$ cat src/rtl/event_encoder_8to3.sv
// rtl/event_encoder_8to3.sv - registered 8-to-3 event encoder with valid/ready output
//
// Captures rising edges on D0..D7 into pending bits and emits one 3-bit code
// per event on {A0,A1,A2} under a valid/ready handshake.
//
// Ports:
//   clk          rising-edge clock
//   rst_n        synchronous active-low reset
//   D0..D7       request lines; a 0->1 between consecutive samples is one event
//   ready        consumer accepts the current code when high with valid
//   A0,A1,A2     code MSB..LSB, code = index of the originating D line
//   valid        code on A0..A2 is meaningful
//   ovf          sticky flag: an event arrived on an already-pending line
//
// ROUND_ROBIN = 1 searches from the index after the last transfer;
// ROUND_ROBIN = 0 always picks the lowest pending index.

module event_encoder_8to3 #(
    parameter bit ROUND_ROBIN = 1'b1
) (
    input  logic clk,
    input  logic rst_n,
    input  logic D0,
    input  logic D1,
    input  logic D2,
    input  logic D3,
    input  logic D4,
    input  logic D5,
    input  logic D6,
    input  logic D7,
    input  logic ready,
    output logic A0,
    output logic A1,
    output logic A2,
    output logic valid,
    output logic ovf
);

    typedef enum logic {
        IDLE,
        HOLD
    } state_t;

    state_t     state;
    state_t     state_next;
    logic [2:0] code;
    logic [2:0] code_next;
    logic [2:0] last;
    logic [2:0] last_next;
    logic [2:0] start;
    logic [2:0] sel;
    logic [2:0] idx;
    logic       found;
    logic [7:0] d_vec;
    logic [7:0] d_q;
    logic [7:0] edge_v;
    logic [7:0] pending;
    logic [7:0] pending_next;
    logic [7:0] clr_mask;
    logic       xfer;
    logic       ovf_r;

    assign d_vec    = {D7, D6, D5, D4, D3, D2, D1, D0};
    assign edge_v   = d_vec & ~d_q;
    assign xfer     = (state == HOLD) && ready;
    assign clr_mask = xfer ? (8'd1 << code) : 8'd0;

    // A fresh edge on the index leaving this cycle re-pends it.
    assign pending_next = (pending & ~clr_mask) | edge_v;

    // The code leaving this cycle already counts as "last" when picking
    // the back-to-back successor.
    assign last_next = xfer ? code : last;
    assign start     = ROUND_ROBIN ? (last_next + 3'd1) : 3'd0;

    // First set bit of pending_next, scanning upward from start with wrap.
    always_comb begin
        sel   = 3'd0;
        idx   = 3'd0;
        found = 1'b0;
        for (int k = 0; k < 8; k++) begin
            idx = start + 3'(k);
            if (!found && pending_next[idx]) begin
                sel   = idx;
                found = 1'b1;
            end
        end
    end

    always_comb begin
        state_next = state;
        code_next  = code;
        case (state)
            IDLE: begin
                if (found) begin
                    state_next = HOLD;
                    code_next  = sel;
                end else begin
                    code_next  = 3'd0;
                end
            end
            HOLD: begin
                if (xfer) begin
                    if (found) begin
                        code_next  = sel;
                    end else begin
                        state_next = IDLE;
                        code_next  = 3'd0;
                    end
                end
            end
            default: begin
                state_next = IDLE;
                code_next  = 3'd0;
            end
        endcase
    end

    always_ff @(posedge clk) begin
        if (!rst_n) begin
            state   <= IDLE;
            code    <= 3'd0;
            pending <= 8'd0;
            last    <= 3'd7;
            d_q     <= 8'hFF;
            ovf_r   <= 1'b0;
        end else begin
            state   <= state_next;
            code    <= code_next;
            pending <= pending_next;
            last    <= last_next;
            d_q     <= d_vec;
            // Duplicate event on a line still waiting: merged, but flagged.
            if (|(edge_v & pending & ~clr_mask)) begin
                ovf_r <= 1'b1;
            end
        end
    end

    assign valid = (state == HOLD);
    assign A0    = code[2];
    assign A1    = code[1];
    assign A2    = code[0];
    assign ovf   = ovf_r;

endmodule

$ cat config.mk
export PLATFORM = sky130hd
export DESIGN_NAME = event_encoder_8to3
export DESIGN_NICKNAME = d
export VERILOG_FILES = /design/src/rtl/event_encoder_8to3.sv
export SDC_FILE = /design/constraint.sdc
export NUM_CORES = 1
export LEC_CHECK = 0
export ABC_AREA = 1
export CAP_MARGIN = 10
export CORE_UTILIZATION = 41
export DETAILED_ROUTE_END_ITERATION = 10
export GPL_TIMING_DRIVEN = 0
export PLACE_DENSITY = 0.58
export REMOVE_ABC_BUFFERS = 1
export SETUP_SLACK_MARGIN = 0.05
export SLEW_MARGIN = 5
export SYNTH_ARGS = -nofsm -noshare
export SYNTH_HDL_FRONTEND = slang
export SYNTH_SLANG_ARGS = --single-unit
$ cat constraint.sdc
create_clock -name clk -period 6.1 [get_ports clk]
set_input_delay 0.915 -clock clk [delete_from_list [all_inputs] [get_ports clk]]
set_output_delay 0.915 -clock clk [all_outputs]
set_load 0.01 [all_outputs]
# After elaboration in Yosys (flattened, before gate mapping)
# Index checks and enable logic that the tools add are counted.
word_totals:
  ff_bits: 24
  input_bits: 11
  output_inout_bits: 5
classes:
  add_sub_neg: 8
  magnitude_cmp: 8
  eq_ne: 1
  shifts: 1
  mux: 40
  bitwise: 8
  n_reduce_logical: 16
ops:
  columns: ["op", "n"]
  rows:
  - ["3-bit 2-to-1 mux", 11]
  - ["8-bit bitwise AND", 4]
  - ["3-bit by 4-bit < comparator with 1-bit output, second input constant", 8]
  - ["1-bit binary-select mux with 3-bit select", 8]
  - ["1-bit 2-to-1 mux", 18]
  - ["8-bit NOT", 2]
  - ["3-bit adder, second input constant", 4]
  - ["1-bit logical AND", 8]
  - ["8-bit 2-to-1 mux", 1]
  - ["8-bit bitwise OR", 1]
  - ["8-bit OR reduction", 1]
  - ["1-bit by 3-bit << shifter with 8-bit output, first input constant", 1]
  - ["1-bit logical NOT", 7]
  - ["3-bit by 1-bit adder with 3-bit output, second input constant", 2]
  - ["3-bit by 2-bit adder with 3-bit output, second input constant", 2]
  - ["3-bit case mux with 2 select lines", 1]
  - ["2-bit by 1-bit != test with 1-bit output, second input constant", 1]
  - ["1-bit case mux with 2 select lines", 1]
  - ["1-bit NOT", 1]

# Longest topological paths before layout
# Gate-level depths: netlist of the first run.
depth:
  depth_word: 32
  mapped_depth: 20
  mapped_depth_nobuf: 20

# Worst setup path after synthesis of the first run
# No wires, ideal clock.
synth_timing:
  path_kind: "input to register"
  startpoint: "in ready"
  endpoint: "reg code[0]"
  setup_time_ns: 0.134
  t_arrival_ns: 2.740
  required_time_ns: 5.966
  slack_ns: 3.226
  path_stages: 17
  n_path_buf: 1
  path_cell_list: "nand2_4 > nand2_1 > o21ai_4 > ha_1 > buf_2 > inv_1 > nand2_1 > nand2_1 > inv_2 > nand2_1 > nand2_2 > nor2_8 > nand4_2 > nor3_1 > nor2_1 > nand3_1 > a21oi_1"
synth_rtl:
  columns: ["item", "line", "rtl"]
  rows:
  - ["from (decl)", "31", "input logic ready,"]
  - ["1-bit logical AND (*)", "65", "assign xfer = (state == HOLD) && ready;"]
  - ["3-bit 2-to-1 mux (*)", "73", "assign last_next = xfer ? code : last;"]
  - ["via last_next[1]", "49", "logic [2:0] last_next;"]
  - ["3-bit by 1-bit adder with 3-bit output (*)", "74", "assign start = ROUND_ROBIN ? (last_next + 3'd1) : 3'd0;"]
  - ["parallel branches: the longest is 24 deep, another holds 3-bit by 1-bit adder with 3-bit output", null, null]
  - ["3-bit 2-to-1 mux (*)", "95, 104", null]
  - ["3-bit 2-to-1 mux", "103", "if (xfer) begin"]
  - ["3-bit case mux with 2 select lines (*)", "93", "case (state)"]
  - ["to (signal assigned)", "129", "code <= code_next;"]
  - ["to (decl)", "46", "logic [2:0] code;"]
# Mark *: on every way through the listed nets, which the timed path passes. The select of a mux whose other input is x is not followed.
# A chain may end at the register's enable or synchronous reset.

# Final worst setup path of the first run
# Same ends and word-level chain as after synthesis.

==> results of run 1 <==
worst min-delay path: stages (launching register included):
cell and delay [ps]:
dfxtp_1 320, inv_1 50, a21oi_1 60
stage by stage:
stage,util [%],setup slack (ps),cell area [µm²]
after global placement,49.3,2160,1860
after detailed placement,49.3,2140,1860
final,50.8,2430,1910
after global routing,50.8,2170,1910
after floorplan,-,3260,1650
after CTS,50.8,2390,1910
cell usage after synthesis:
cell,count,share of area (%)
nand2_1,77,17
nand3_1,48,14
inv_1,27,6.1
dfxtp_1,24,29
a21oi_1,12,3.6
nor2_1,12,2.7
or2_2,8,3.0
nand2_2,7,2.6
nand2_4,4,2.7
nand3_2,4,2.4
o22ai_1,4,1.5
nand4_1,3,1.1
ha_1,2,1.5
nor2_2,2,0.75
o21ai_4,2,1.9
a21oi_2,1,0.52
a31o_2,1,0.52
a31oi_1,1,0.38
a41oi_1,1,0.52
and2_1,1,0.38
buf_2,1,0.30
buf_6,1,0.67
clkbuf_1,1,0.22
inv_2,1,0.22
inv_4,1,0.38
nand3b_1,1,0.45
nand4_2,1,0.75
nor2_4,1,0.67
nor2_8,1,1.2
nor3_1,1,0.30
nor4_1,1,0.38
o21a_1,1,0.45
o21ai_0,1,0.30
o21ai_2,1,0.52
o21bai_1,1,0.45
layout make-up:
cell class,count,area [µm²]
inverter,29,111
tap,48,60.1
sequential,24,480
timing repair buffer,15,150
clock buffer,4,55.1
fill,420,1860
multi-input combinational,200,1060
report_power, final:
part | total, mW | switching (mW) | internal [mW]
logic | 0.486 | 0.317 | 0.168
clock network | 0.110 | 0.0522 | 0.0577
registers | 0.199 | 0.0229 | 0.177
kinds of logic (layout without fill, tap and decap cells):
family	Yosys count	in the layout	synth area share [%]
flip-flops	24	24	28.8
adder cells (fa/ha/maj)	2	2	1.50
buffers and inverters	32	48	7.87
AND/OR/NAND/NOR	172	172	51.1
AO/OA/AOI/OAI	26	26	10.7
layer usage:
metal,global-route usage [%],up-vias,wire (µm)
li1,-,876,-
met5,0,-,0
met2,32.3,41,1880
met4,3.26,0,23
met1,30.0,776,2050
met3,3.62,5,183
final timing paths:
| path | cells past startpoint | to | slack [ps] |
|---|---|---|---|
| worst max-delay path | 16 | code[0] | 2430 |
| worst min-delay path | 2 | ovf | 460 |
| worst min register to register | 2 | ovf | 460 |
| worst max register to register | 15 | code[0] | 3190 |
sequential cells by signal (all words and copies together) (netlist names):
signal / count
d_q: 8
last: 3
code: 3
ovf: 1
pending: 8
valid: 1
==> impl_results.md, run 1 <==
* Full die area at 0.00433 mm²
* Die width at 65.8 µm
* Syn_area_per_cell at 6.52 µm²
* Vias at 1698
* Maximum root-to-sink buffer count at 2
* Unique masters post-synth at 35
* Hold Slack at 462 ps
* Site row count at 22
* RSZ-0062 raised after global routing: no
* Hold Crit Start: ovf
* Top delay family on crit path: simple AND/OR/NAND/NOR gates
* Die Y at 65.8 µm
* CP required at 6240 ps
* Final ANT Viol Nets at 0
* CP startpoint: ready
* Clk_lat worst skew at 270 ps
* Port Buffers at 15
* Crit path time final at 3670 ps
* Slowest cell on crit path: clkdlybuf4s50_1
* Number of CTS-inserted buffers at 3
* All-Layer GR Usage at 20.7%
* Final worst clock skew at 1.11 ps
* Initial DRT Pass Iterations at 4
* Power Density at 415 mW/mm²
* DRC at 0
* Final max-slew violation count at 0
* CTS Sinks at 24
* Post-synthesis sequential area ratio at 28.8%
* CTS Hold Bufs at 0
* Setup violators final at 0
* Clock transition at path regs at 80 ps
* Final total negative setup slack at 0 ps
* Largest net degree at the start of global routing at 19
* Critical Path, Cell by Cell: clkdlybuf4s50_1 > nand2_4 > nand2_1 > o21ai_4 > ha_1 > inv_1 > nand3_1 > nand3_1 > nand2_4 > nand2_4 > nor2_8 > nand4_2 > nor3_1 > nor2_1 > nand3_1 > a21oi_1
* Design Power at 0.795 mW
* Critical path buffer and inverter count at 2
* Wirelength, routed at 4140 µm
* CP arrival at 3810 ps
* Starting Density at 44.3%
* Ys Warns at 0
* Fin. Hold Viols at 0
* Post-DR vias/cell at 5.31
* Final GP Congestion at 0.904
* Initial antenna violation count at 0
* Max Freq at 272 MHz
* Lkg Pwr at 0.919 nW
* DR WL/cell at 13.0 µm
* Final Cycle Share at 60.2%
* Cells after DPL at 316
* Grt ovf at 0
* CP Launch Type: primary input
* Antenna cell count at 0
* Commonest non-fill, non-tap cells in the layout: 77 x nand2_1, 48 x nand3_1, 27 x inv_1, 24 x dfxtp_1, 15 x clkdlybuf4s50_1
* Worst Tran Pin Value at 613 ps
* Vias in the first global route at 1410
* Post-synthesis cell area at 0.00167 mm²
* CP Capture Type: register
* Delay of the slowest cell on the worst path at 570 ps
* Cells after synthesis at 256
* Worst Setup Path Type: in -> reg
* DR iter-0 viols at 116
* HPWL after detailed placement at 3230 µm
* Synthesis-to-finish area growth at 14.7%
* CTS resizes at 0
* TritonCTS clock tree: built
* Seq cells post-synth at 24
* Clk root buf: clkbuf_8
* Fin cells at 320
* H-tree depth at 1
* RR Startpoint: code[0]
* HP Class: reg -> reg
* First-pass GRT wire length at 6840 µm
* Max-Cap Viols at 0
* Worst VDD drop at 0.143 mV
* Share of layout cells above drive strength 1 at 14.3%
* Nets at 286
* Postcts setup bufs at 0
* Number of I/O pins at 16
* CORE AREA at 0.00377 mm²
* Most common cell after layout, fill and taps aside: nand2_1
* Worst rel slew slack at 59.1%
* Crit Path Max Fanout at 10
* Status: finished clean
(Power assumes the default switching activity.)
==> inputs of run 2 (changes only) <==
==> constraint.sdc (replaced) <==
create_clock -name clk -period 3.6 [get_ports clk]
set_input_delay 0.54 -clock clk [delete_from_list [all_inputs] [get_ports clk]]
set_output_delay 0.54 -clock clk [all_outputs]
set_load 0.01 [all_outputs]
==> impl_results.md, run 2 (same netlist as run 1, synthesis figures left out) <==
* Slowest cell on crit path: clkdlybuf4s50_1
* Crit path time final at 3220 ps
* Die width at 65.8 µm
* Worst VDD drop at 0.241 mV
* Vias in the first global route at 1410
* Commonest non-fill, non-tap cells in the layout: 77 x nand2_1, 48 x nand3_1, 26 x inv_1, 24 x dfxtp_1, 15 x clkdlybuf4s50_1
* RSZ-0062 raised after global routing: no
* Power Density at 704 mW/mm²
* CP required at 3740 ps
* Final ANT Viol Nets at 0
* Largest net degree at the start of global routing at 19
* Starting Density at 44.3%
* CP Launch Type: primary input
* Fill count at 420
* RR Startpoint: code[0]
* Site row count at 22
* DRC at 0
* Register Area at 480 µm²
* Antenna cell count at 0
* HPWL after detailed placement at 3230 µm
* Final worst clock skew at 1.34 ps
* Max-Cap Viols at 0
* All-Layer GR Usage at 20.7%
* Largest regs: d_q (8), pending (8)
* Final max-slew violation count at 0
* Initial antenna violation count at 0
* Final Cycle Share at 89.3%
* Clock transition at path regs at 80 ps
* Max Freq at 311 MHz
* Synthesis-to-finish area growth at 14.7%
* Crit Path Max Fanout at 10
* HP Class: reg -> reg
* Full die area at 0.00433 mm²
* Critical Path, Cell by Cell: clkdlybuf4s50_1 > nand2_4 > nand2_1 > o21ai_4 > ha_1 > inv_2 > nand3_1 > nand3_1 > nand2_4 > nand2_4 > nor2_8 > nand4_2 > nor3_1 > nor2_1 > nand3_1 > a21oi_1
* Final GP Congestion at 0.904
* Worst reg2reg endpoint: code[0]
* Setup violators final at 0
* Reg2reg setup slack at 780 ps
* DP Area at 0.00186 mm²
* Worst Setup Path Type: in -> reg
* DR WL/cell at 13.0 µm
* Postcts setup bufs at 0
* Setup crit end: code[0]
* Clk_lat worst skew at 270 ps
* Lkg Pwr at 0.918 nW
* H-tree depth at 1
* Worst rel slew slack at 58.9%
* Maximum root-to-sink buffer count at 2
* First-pass GRT wire length at 6840 µm
* Most common cell after layout, fill and taps aside: nand2_1
* CORE AREA at 0.00377 mm²
* DR iter-0 viols at 115
* CP arrival at 3350 ps
* Worst Tran Pin Value at 617 ps
* Fin. Hold Viols at 0
* Critical path buffer and inverter count at 2
* Number of CTS-inserted buffers at 3
* TritonCTS clock tree: built
* Status: finished clean
* Grt ovf at 0
* Final total negative setup slack at 0 ps
* Nets at 286
* CP Capture Type: register
* Share of layout cells above drive strength 1 at 14.7%
* Multi-input logic area at 0.00106 mm²
* CTS Sinks at 24
* Top delay family on crit path: simple AND/OR/NAND/NOR gates
* Clk root buf: clkbuf_8
* Wirelength, routed at 4150 µm
* Initial DRT Pass Iterations at 4
* Port Buffers at 15
* Vias at 1686
* CP startpoint: ready
* Post-route cell area at 0.00191 mm²
* Delay of the slowest cell on the worst path at 570 ps
* Die Y at 65.8 µm
* CTS Hold Bufs at 0
* Number of I/O pins at 16
* Post-DR vias/cell at 5.27
* Worst path depth at 16
* R2r worst-path depth at 15
run 2: layout make-up:
type | instances | area share (%)
Sequential cell | 24 | 25.1
Timing Repair Buffer | 15 | 7.84
Tap cell | 48 | 3.14
Inverter | 29 | 5.82
Multi-Input combinational cell | 200 | 55.2
Clock buffer | 4 | 2.88
run 2: tightest hold or removal path: stages, from the launching register on:
cell and delay (ps):
dfxtp_1 320, inv_1 50, a21oi_1 60
run 2: how the worst min path moves through the flow:
| stage | start | end | slack (ps) | depth (start not counted) |
|---|---|---|---|---|
| after floorplan | ovf | ovf | 470 | 2 |
| after global placement | ovf | ovf | 440 | 2 |
| after detailed placement | ovf | ovf | 450 | 2 |
| after CTS | ovf | ovf | 470 | 2 |
| after global routing | ovf | ovf | 480 | 2 |
| final | ovf | ovf | 460 | 2 |
run 2: per-stage QoR:
step	setup WS [ps]	hold slack [ps]	total power, mW	utilization [%]	std cells
floorplan	1140	474	0.963	-	253
global placement	35.2	440	1.16	49.3	316
detailed placement	11.4	452	1.16	49.3	316
CTS	261	466	1.35	50.8	320
global route	139	481	1.46	50.8	320
finish	384	462	1.35	50.8	320
run 2: what timing repair did:
item	CTS	global route
gates resized for setup	0	1
hold endpoints to repair	0	0
setup endpoints to repair	0	1
run 2: layer usage:
metal / vias up / track usage, % / part of all wire, %
met1: 766 / 30.0 / 50
li1: 876 / - / -
met4: 0 / 3.26 / 0.55
met5: - / 0 / 0
met3: 5 / 3.62 / 4.4
met2: 39 / 32.3 / 45
run 2: power breakdown:
part	internal (mW)	switching, mW	total, mW	leakage, nW
clock	0.0978	0.0886	0.186	0.0288
sequential	0.299	0.0393	0.339	0.199
combinational	0.286	0.538	0.824	0.690
==> inputs of run 3 (changes only) <==
--- a/config.mk
+++ b/config.mk
@@ -7,10 +7,11 @@
 export LEC_CHECK = 0
 export ABC_AREA = 1
 export CAP_MARGIN = 10
+export CORE_MARGIN = 2
 export CORE_UTILIZATION = 41
 export DETAILED_ROUTE_END_ITERATION = 10
-export GPL_TIMING_DRIVEN = 0
 export PLACE_DENSITY = 0.58
+export RECOVER_POWER = 25
 export REMOVE_ABC_BUFFERS = 1
 export SETUP_SLACK_MARGIN = 0.05
 export SLEW_MARGIN = 5
==> impl_results.md, run 3 (same netlist as run 1, synthesis figures left out) <==
* Synthesis-to-finish area growth at 14.5%
* Die width at 67.8 µm
* R2r worst-path depth at 15
* Die Y at 67.8 µm
* Setup violators final at 0
* Hold Crit Depth at 2
* Final worst clock skew at 5.67 ps
* Worst Tran Pin Value at 570 ps
* Top delay family on crit path: simple AND/OR/NAND/NOR gates
* CTS resizes at 0
* Fin. Hold Viols at 0
* Postcts setup bufs at 0
* Slowest cell on crit path: dlygate4sd3_1
* All-Layer GR Usage at 19.7%
* Starting Density at 42.0%
* Status: finished clean
* Number of CTS-inserted buffers at 3
* CP arrival at 3260 ps
* Comb power frac at 62.6%
* Clk root buf: clkbuf_8
* Share of layout cells above drive strength 1 at 14.3%
* Critical path buffer and inverter count at 2
* Multi-input logic area at 0.00105 mm²
* Largest regs: d_q (8), pending (8)
* Clock transition at path regs at 80 ps
* Full die area at 0.00460 mm²
* Power Density at 688 mW/mm²
* DP Area at 0.00188 mm²
* Largest net degree at the start of global routing at 19
* Vias in the first global route at 1478
* Grt ovf at 0
* HP Class: reg -> reg
* CP Capture Type: register
* Initial DRT Pass Iterations at 4
* Final ANT Viol Nets at 0
* Antenna cell count at 0
* NetSw at 0.650 mW
* Crit Path Max Fanout at 10
* Fill count at 413
* Sw Share at 49.4%
* Maximum root-to-sink buffer count at 2
* Worst path depth at 16
* Final total negative setup slack at 0 ps
* Worst Setup Path Type: in -> reg
* Final max-slew violation count at 0
* Clk_lat worst skew at 260 ps
* Initial antenna violation count at 0
* CTS Hold Bufs at 0
* Max Freq at 319 MHz
* Post-DR vias/cell at 5.16
* Wirelength, routed at 4090 µm
* CORE AREA at 0.00397 mm²
* Setup WS post-layout at 464 ps
* RSZ-0062 raised after global routing: no
* Critical Path, Cell by Cell: dlygate4sd3_1 > nand2_4 > nand2_1 > o21ai_4 > ha_1 > inv_1 > nand3_1 > nand3_1 > nand2_4 > nand2_4 > nor2_8 > nand4_2 > nor3_1 > nor2_1 > nand3_1 > a21oi_1
* Vias at 1667
* Post-route cell area at 0.00191 mm²
* TritonCTS clock tree: built
* First-pass GRT wire length at 6870 µm
* Worst rel slew slack at 61.9%
* Max-Cap Viols at 0
* Site row count at 23
* Port Buffers at 15
* H-tree depth at 1
* Crit path time final at 3140 ps
* Worst VDD drop at 0.236 mV
* Number of I/O pins at 16
* Register Area at 480 µm²
* DRC at 0
* CP required at 3730 ps
* DR WL/cell at 12.7 µm
* Final Cycle Share at 87.1%
* Nets at 288
* Commonest non-fill, non-tap cells in the layout: 77 x nand2_1, 48 x nand3_1, 27 x inv_1, 24 x dfxtp_1
* HPWL after detailed placement at 3310 µm
* Placement Setup Slack at 252 ps
* CP Launch Type: primary input
* DR iter-0 viols at 74
* Final GP Congestion at 0.918
* CTS Sinks at 24
* Delay of the slowest cell on the worst path at 640 ps
* Internal power at 0.665 mW
* Seq pwr share at 25.5%
* Most common cell after layout, fill and taps aside: nand2_1
* Clock share of power at 11.9%
* Lkg Pwr at 0.921 nW
-- run 3: power by group through the flow --
stage                     clock network, mW  logic, mW  registers [mW]
after floorplan                           0      0.619           0.343
after global placement                    0      0.828           0.345
after detailed placement                  0      0.820           0.346
after CTS                             0.162      0.824           0.339
after global routing                  0.170      0.920           0.342
final                                 0.156      0.823           0.335
-- run 3: tightest hold or removal path: stages (launching register included) --
cell and delay, ps:
dfxtp_1 310, inv_1 40, a21oi_1 50
-- run 3: worst paths after layout --
path,from,endpoint,slack (ps)
worst max-delay path,ready,code[0],460
worst min-delay path,ovf,ovf,450
worst min register to register,ovf,ovf,450
worst max register to register,valid,code[0],940
-- run 3: layer usage --
layer	share of wire, %	vias up	global-route usage [%]
met3	4.1	2	4.00
met1	49	747	27.6
met5	0	-	0
met2	47	39	32.5
met4	0.098	0	1.50
li1	-	879	-
-- run 3: final cells by class --
class,instances,share of cell area [%]
clock buffers,3,2.16
flip-flops and latches,24,25.1
repair buffers,17,8.64
inverters,29,5.83
multi-input cells,200,54.9
well taps,50,3.27
-- run 3: through the flow --
stage                     power, mW  util, %  instances  hold WS (ps)
after floorplan               0.963        -        253           474
after global routing           1.43     48.1        323           527
after detailed placement       1.17     47.3        320           445
after CTS                      1.33     48.3        323           457
final                          1.32     48.1        323           453
after global placement         1.17     47.3        320           437
